File: config.mk
export PLATFORM = sky130hd
export DESIGN_NAME = apb_initiator_flat
export DESIGN_NICKNAME = d
export VERILOG_FILES = /design/src/rtl/apb_initiator_if.sv /design/src/rtl/apb_initiator.sv /design/src/flat_wrapper.sv
export SDC_FILE = /design/constraint.sdc
export NUM_CORES = 1
export LEC_CHECK = 0
export CAP_MARGIN = 10
export CORE_UTILIZATION = 30
export DETAILED_ROUTE_END_ITERATION = 8
export DONT_BUFFER_PORTS = 1
export GPL_ROUTABILITY_DRIVEN = 1
export GPL_TIMING_DRIVEN = 0
export PLACE_DENSITY = 0.55
export SLEW_MARGIN = 20
export SYNTH_ARGS = -nofsm -noshare
export SYNTH_HDL_FRONTEND = slang
export SYNTH_SLANG_ARGS = --single-unit
File: constraint.sdc
create_clock -name HCLK -period 1.95 [get_ports HCLK]
set_clock_uncertainty 0.05 [all_clocks]
set_input_delay 0.39 -clock HCLK [delete_from_list [all_inputs] [get_ports HCLK]]
set_output_delay 0.39 -clock HCLK [all_outputs]
set_load 0.03 [all_outputs]
File: src/rtl/apb_initiator_if.sv
// apb_initiator_if: command port and APB bus bundle; master is the initiator side, slave is the requester/peripheral side
interface apb_initiator_if #(
    parameter int APB_ADDR_WIDTH = 12
);
    logic                      req_i;
    logic                      we_i;
    logic [APB_ADDR_WIDTH-1:0] addr_i;
    logic [31:0]               wdata_i;
    logic                      gnt_o;
    logic                      rvalid_o;
    logic [31:0]               rdata_o;
    logic                      err_o;
    logic [APB_ADDR_WIDTH-1:0] PADDR;
    logic [31:0]               PWDATA;
    logic                      PWRITE;
    logic                      PSEL;
    logic                      PENABLE;
    logic [31:0]               PRDATA;
    logic                      PREADY;
    logic                      PSLVERR;

    modport master (
        input  req_i, we_i, addr_i, wdata_i, PRDATA, PREADY, PSLVERR,
        output gnt_o, rvalid_o, rdata_o, err_o, PADDR, PWDATA, PWRITE, PSEL, PENABLE
    );

    modport slave (
        output req_i, we_i, addr_i, wdata_i, PRDATA, PREADY, PSLVERR,
        input  gnt_o, rvalid_o, rdata_o, err_o, PADDR, PWDATA, PWRITE, PSEL, PENABLE
    );
endinterface

File: src/rtl/apb_initiator.sv
// apb_initiator: single-outstanding request/grant to APB bridge; define APB_INITIATOR_TIMEOUT_EN to abort stalled ACCESS phases
module apb_initiator #(
    parameter int APB_ADDR_WIDTH = 12,
    parameter int TIMEOUT_CYCLES = 256
) (
    input logic              HCLK,
    input logic              HRESETn,
    apb_initiator_if.master  bus
);
    typedef enum logic [1:0] {IDLE, SETUP, ACCESS} state_e;

    state_e                    state_q, state_d;
    logic [APB_ADDR_WIDTH-1:0] paddr_q, paddr_d;
    logic [31:0]               pwdata_q, pwdata_d;
    logic                      pwrite_q, pwrite_d;
    logic                      rvalid_q, rvalid_d;
    logic [31:0]               rdata_q, rdata_d;
    logic                      err_q, err_d;
    logic                      timeout;

`ifdef APB_INITIATOR_TIMEOUT_EN
    localparam int CNT_W = $clog2(TIMEOUT_CYCLES + 1);

    logic [CNT_W-1:0] cnt_q, cnt_d;

    assign timeout = cnt_q == CNT_W'(TIMEOUT_CYCLES);

    // stall counter: cleared while in SETUP so it starts at zero on ACCESS entry
    always_comb begin
        cnt_d = state_q == SETUP ? '0 : (state_q == ACCESS && !bus.PREADY) ? cnt_q + CNT_W'(1) : cnt_q;
    end

    // stall counter register
    always_ff @(posedge HCLK or negedge HRESETn) begin
        if (!HRESETn) cnt_q <= '0;
        else          cnt_q <= cnt_d;
    end
`else
    assign timeout = 1'b0;
`endif

    assign bus.gnt_o    = state_q == IDLE && bus.req_i;
    assign bus.PSEL     = state_q != IDLE;
    assign bus.PENABLE  = state_q == ACCESS;
    assign bus.PADDR    = paddr_q;
    assign bus.PWDATA   = pwdata_q;
    assign bus.PWRITE   = pwrite_q;
    assign bus.rvalid_o = rvalid_q;
    assign bus.rdata_o  = rdata_q;
    assign bus.err_o    = err_q;

    // next state, command capture at grant, and response on PREADY (or timeout, where PREADY wins)
    always_comb begin
        state_d  = state_q;
        paddr_d  = paddr_q;
        pwdata_d = pwdata_q;
        pwrite_d = pwrite_q;
        rvalid_d = 1'b0;
        rdata_d  = rdata_q;
        err_d    = err_q;
        case (state_q)
            IDLE: if (bus.req_i) begin
                state_d  = SETUP;
                paddr_d  = bus.addr_i & ~APB_ADDR_WIDTH'(3);
                pwdata_d = bus.wdata_i;
                pwrite_d = bus.we_i;
            end
            SETUP: state_d = ACCESS;
            ACCESS: if (bus.PREADY || timeout) begin
                state_d  = IDLE;
                rvalid_d = 1'b1;
                err_d    = bus.PREADY ? bus.PSLVERR : 1'b1;
                rdata_d  = bus.PREADY && !pwrite_q ? bus.PRDATA : 32'h0;
            end
            default: state_d = IDLE;
        endcase
    end

    // state and output registers; async reset drops PSEL/PENABLE and discards any pending response
    always_ff @(posedge HCLK or negedge HRESETn) begin
        if (!HRESETn) begin
            state_q  <= IDLE;
            paddr_q  <= '0;
            pwdata_q <= '0;
            pwrite_q <= 1'b0;
            rvalid_q <= 1'b0;
            rdata_q  <= '0;
            err_q    <= 1'b0;
        end else begin
            state_q  <= state_d;
            paddr_q  <= paddr_d;
            pwdata_q <= pwdata_d;
            pwrite_q <= pwrite_d;
            rvalid_q <= rvalid_d;
            rdata_q  <= rdata_d;
            err_q    <= err_d;
        end
    end
endmodule

File: src/flat_wrapper.sv
// flat-port wrapper written by rule: the top's interface ports become plain ports
module apb_initiator_flat 
#(
    parameter int APB_ADDR_WIDTH = 12,
    parameter int TIMEOUT_CYCLES = 256
)
  (HCLK, HRESETn, bus_req_i, bus_we_i, bus_addr_i, bus_wdata_i, bus_PRDATA, bus_PREADY, bus_PSLVERR, bus_gnt_o, bus_rvalid_o, bus_rdata_o, bus_err_o, bus_PADDR, bus_PWDATA, bus_PWRITE, bus_PSEL, bus_PENABLE);
  apb_initiator_if #(.APB_ADDR_WIDTH(APB_ADDR_WIDTH)) bus_i ();
  input logic HCLK;
  input logic HRESETn;
  input wire logic [$bits(bus_i.req_i)-1:0] bus_req_i;
  input wire logic [$bits(bus_i.we_i)-1:0] bus_we_i;
  input wire logic [$bits(bus_i.addr_i)-1:0] bus_addr_i;
  input wire logic [$bits(bus_i.wdata_i)-1:0] bus_wdata_i;
  input wire logic [$bits(bus_i.PRDATA)-1:0] bus_PRDATA;
  input wire logic [$bits(bus_i.PREADY)-1:0] bus_PREADY;
  input wire logic [$bits(bus_i.PSLVERR)-1:0] bus_PSLVERR;
  output wire logic [$bits(bus_i.gnt_o)-1:0] bus_gnt_o;
  output wire logic [$bits(bus_i.rvalid_o)-1:0] bus_rvalid_o;
  output wire logic [$bits(bus_i.rdata_o)-1:0] bus_rdata_o;
  output wire logic [$bits(bus_i.err_o)-1:0] bus_err_o;
  output wire logic [$bits(bus_i.PADDR)-1:0] bus_PADDR;
  output wire logic [$bits(bus_i.PWDATA)-1:0] bus_PWDATA;
  output wire logic [$bits(bus_i.PWRITE)-1:0] bus_PWRITE;
  output wire logic [$bits(bus_i.PSEL)-1:0] bus_PSEL;
  output wire logic [$bits(bus_i.PENABLE)-1:0] bus_PENABLE;
  assign bus_i.req_i = bus_req_i;
  assign bus_i.we_i = bus_we_i;
  assign bus_i.addr_i = bus_addr_i;
  assign bus_i.wdata_i = bus_wdata_i;
  assign bus_i.PRDATA = bus_PRDATA;
  assign bus_i.PREADY = bus_PREADY;
  assign bus_i.PSLVERR = bus_PSLVERR;
  assign bus_gnt_o = bus_i.gnt_o;
  assign bus_rvalid_o = bus_i.rvalid_o;
  assign bus_rdata_o = bus_i.rdata_o;
  assign bus_err_o = bus_i.err_o;
  assign bus_PADDR = bus_i.PADDR;
  assign bus_PWDATA = bus_i.PWDATA;
  assign bus_PWRITE = bus_i.PWRITE;
  assign bus_PSEL = bus_i.PSEL;
  assign bus_PENABLE = bus_i.PENABLE;
  apb_initiator #(.APB_ADDR_WIDTH(APB_ADDR_WIDTH), .TIMEOUT_CYCLES(TIMEOUT_CYCLES)) u_core (.HCLK(HCLK), .HRESETn(HRESETn), .bus(bus_i));
endmodule
== Yosys cells after proc, flatten, opt, wreduce, memory -nomap -nowiden ==
Cells that the tools add are included.
Widths: inputs -> output; s select.
Word-level totals
  input port bits: 82
  register bits after elaboration: 79
  output and inout port bits: 82
  logic and storage cells: 25
Operators by class
  reductions and logical operators: 8
  muxes and demuxes: 6
  equality and inequality tests: 4
Operators with widths (count)
  $mux 32: 1
  $pmux 2 s3: 1
  $reduce_and 2->1: 3
  $mux 2: 2
  $ne 2x2->1 const B: 2
  $eq 2x1->1 const B: 1
  $eq 2x2->1 const B: 1
  $logic_and 1x1->1: 2
  $logic_not 2->1: 1
  $mux 1: 2
  $reduce_bool 2->1: 1
  $logic_not 1->1: 1

== Depth between registers and ports, before layout ==
  word-level depth: 3
  mapped depth: 4
  mapped depth without buffers: 2

== Worst setup path after synthesis ==
No wires, ideal clock.
  path type: register to register
  start: register u_core.state_q[0]
  end: register u_core.pwdata_q[10] (netlist: u_core.bus.PWDATA[10])
  period minus slack after synthesis: 1467 ps
  library setup time: 125 ps
  path slack: 483 ps
  path buffers: 2
  data required time: 1775 ps
  arrival time: 1292 ps
  stages on the path, launching flop included: 5
  cell sequence: dfrtp_1 nor3b_1 buf_4 buf_6 mux2_2
On the way
  cells in the longest elaborated chain, start to end: 2
Ends and longest elaborated chain
  start, declared: line apb_initiator.sv:12  | state_e state_q, state_d;
  start signal, assigned: line apb_initiator.sv:90  | state_q <= state_d;
  $logic_not 2->1: line apb_initiator.sv:61  | case (state_q)
  $reduce_and 2->1 (no source line)
  end signal, assigned: line apb_initiator.sv:92  | pwdata_q <= pwdata_d;
  end, declared: line apb_initiator.sv:14  | logic [31:0] pwdata_q, pwdata_d;
Every way passes these cells.
A chain may end at the register's enable or synchronous reset.

== Final worst setup path ==
  start: register u_core.state_q[0]
  end: output bus_gnt_o
On the way
  cells in the longest elaborated chain, start to end: 2
Ends and longest elaborated chain
  $logic_not 2->1: line apb_initiator.sv:42  | assign bus.gnt_o = state_q == IDLE && bus.req_i;
  $logic_and 1x1->1: line apb_initiator.sv:42
  end, declared: line flat_wrapper.sv:18  | output wire logic [$bits(bus_i.gnt_o)-1:0] bus_gnt_o;
Every way passes these cells.

==> flow_summary.yaml <==
timing:
  rsz0062_at_grt: "false"
  fin_tns_setup_ns: 0
  fin_crit_sh: 0.9215
  setup_viol: 0
  hold_ws_ns: -0.3364
  final_max_slew_viol_count: 0
  hold_viol_final: 79
  clock.fmax_ghz: 0.5565
  layout_min_cycle_time_ns: 1.797
floorplan:
  fp.dieH_um: 107.7
  core_area_um2: 10840
  die_x_um: 107.7
  io_pins: 164
  floorplan.die_area_um2: 11600
  initial_core_util: 0.3091
  core.rowCount: 38
pwr:
  ir_worst_vdd_mv: 0.5516
  p_per_area_nw_per_um2: 1967
  sw_frac_of_total: 0.4414
  p_leak_nw: 1.640
  clkPwrFrac: 0.169
  intPower_w: 0.004132
  seqPwrFrac: 0.595
  combPwrFrac: 0.236
  p_sw_w: 0.003264
global_route:
  antenna_found_initial: 0
  grt_max_degree: 80
  grt_pass1_vias: 1717
  gr-total-overflow: 0
  grt_pass1_wl_um: 9232
  gr-usage-all-layers: 0.1121
yosys:
  seq_area_frac_synth: 0.5900
  synth_cell_types: 15
  ys_warn_count: 0
  synth_top_area_cell: "dfrtp_1"
  synthArstFlopShare: 1.000
  synthCells: 209
  ys.flop_type: "dfrtp_1"
  synth_top_area_frac: 0.5900
  synth.area.top_cells: "dfrtp_1, mux2_2, mux2_4"
  ys_ff_latch: 79
  synth_top_cells_by_count: "dfrtp_1, mux2_2, nor2b_1"
  syn_area_um2: 3351
  syn_area_per_cell_um2: 16.03
  synth_edf_count: 0
  yosysMostFrequentCell: "dfrtp_1"
routing:
  drcViolationCount: 0
  vias: 1673
  first_pass_iters: 3
  via_per_inst: 4.534
  drtIter0Drc: 70
  wl_per_cell_um: 17.11
  wl_um: 6315
  ant_nets: 0
clock_tree:
  cts.reportedPaths.clkPinSlew_ns: 0.08
  post_cts.resized_instances: 0
  cts_max_level: 3
  numCtsBuffers: 9
  cts_tree: "yes"
  clk_latency_ns: 0.36
  cts_buffer_depth: 2
  cts-root-buf: "clkbuf_8"
  cts_sinks: 79
worst_setup_path:
  r2r_end: "u_core.bus.rdata_o[2]"
  end_kind: "output port"
  crit_end: "bus_gnt_o"
  worst_setup_path_start_kind: "flop"
  critPathMaxFanout: 10
  reg2reg_setup_slack_ns: 0.32
  required_ns: 1.51
  rr_startpoint: "u_core.bus.PWRITE"
  arrival_ns: 1.36
  worstRegToRegCells: 3
  setup.worst_path.start: "u_core.state_q[0]"
  critPathKind: "flop to output port"
finish:
  regArea_um2: 1977
  nets: 306
  layout-drive-gt1-share: 0.4716
  areaGrowthSynthToFinish_pct: 12.21
  fin_cells: 369
  multiInputGateArea_um2: 1227
  nFillCells: 1075
  n_antenna_cell: 0
placement:
  hpwl_um: 4423
  place_inst: 350
  io_buffer_count: 0
  gp_congestion: 0.6416
run_status:
  violations: "negative hold slack"
  status: "finished with violations"
job:
  maxCapViolCount: 0
worst_hold_path:
  hp-class: "primary input to async pin"
power groups by stage:
stage               sequential (W)  clock (W)  combinational, W
finish                     0.00440    0.00125           0.00174
detailed placement         0.00445          0           0.00175
CTS                        0.00443    0.00131           0.00175
global route               0.00452    0.00138           0.00189
floorplan                  0.00427          0           0.00153
global placement           0.00445          0           0.00169
final cells by class:
class	instances	area share
plain buffers	14	0.03993
clock buffers	11	0.04027
clock inverters	5	0.01498
flip-flops and latches	79	0.5258
multi-input cells	117	0.3265
well taps	140	0.04659
repair buffers	3	0.005990
registers in the layout (all words and copies together) (netlist names):
| register | count |
|---|---|
| u_core.bus.PADDR | 10 |
| u_core.bus.PWRITE | 1 |
| u_core.bus.PWDATA | 32 |
| u_core.bus.rvalid_o | 1 |
| u_core.bus.rdata_o | 32 |
| u_core.bus.err_o | 1 |
| u_core.state_q | 2 |
cells by family after synthesis:
| logic type | synth area share |
|---|---|
| other | 0.001119 |
| DFF | 0.5900 |
| buffers and inverters | 0.04481 |
| and+or+nand+nor | 0.07319 |
| muxes | 0.2909 |
worst min path at each step:
stage,start,endpoint,slack [ns]
after floorplan,HRESETn,u_core.bus.PADDR[10],0.04
after global placement,HRESETn,u_core.bus.PWDATA[28],0.05
after detailed placement,HRESETn,u_core.bus.PWDATA[28],0.05
after global routing,HRESETn,u_core.bus.PWDATA[26],-0.38
after CTS,HRESETn,u_core.state_q[1],-0.37
final,HRESETn,u_core.bus.PADDR[2],-0.34
worst max-delay path: stages (launching register included):
cell and delay, ns:
dfrtp_1 0.43, nor3b_1 0.21, buf_4 0.17, buf_6 0.18
per-layer routing:
layer / vias to the layer above / share of wire / track usage
met5: - / 0 / 0
li1: 732 / - / -
met3: 14 / 0.12 / 0.06719
met4: 0 / 0.029 / 0.07828
met1: 829 / 0.40 / 0.1239
met2: 98 / 0.45 / 0.1584
cell usage in the layout, fill, tap and decap left out, types with 2 or more instances in the layout:
| cell type | synthesis | final |
|---|---|---|
| conb_1 | 1 | 2 |
| buf_4 | 3 | 6 |
| clkinv_2 | 0 | 2 |
| mux2_4 | 29 | 29 |
| clkbuf_8 | 0 | 11 |
| mux2_2 | 47 | 47 |
| nor3b_1 | 2 | 2 |
| dfrtp_1 | 79 | 79 |
| nor2b_1 | 32 | 32 |
| buf_12 | 3 | 3 |
| clkbuf_1 | 3 | 3 |
| buf_6 | 5 | 5 |
stage by stage:
step           worst slack, ns  hold WS, ns    util  area, um^2  total power, W
6_report                0.1530      -0.3364  0.3468        3760        0.007396
3_5_place_dp            0.2793      0.04587  0.3256        3530        0.006206
5_1_grt                0.06054      -0.3798  0.3468        3760        0.007795
2_1_floorplan           0.4828      0.04441       -        3354        0.005800
4_1_cts                0.02185      -0.3729  0.3448        3737        0.007497
3_3_place_gp            0.2981      0.04592  0.3256        3530        0.006134
repair_timing:
action,4_1_cts,5_1_grt
endpoints found under the setup margin,0,1
hold endpoints to repair,79,79
buffers inserted,0,3
No activity file was read; power rests on OpenSTA's default activity.
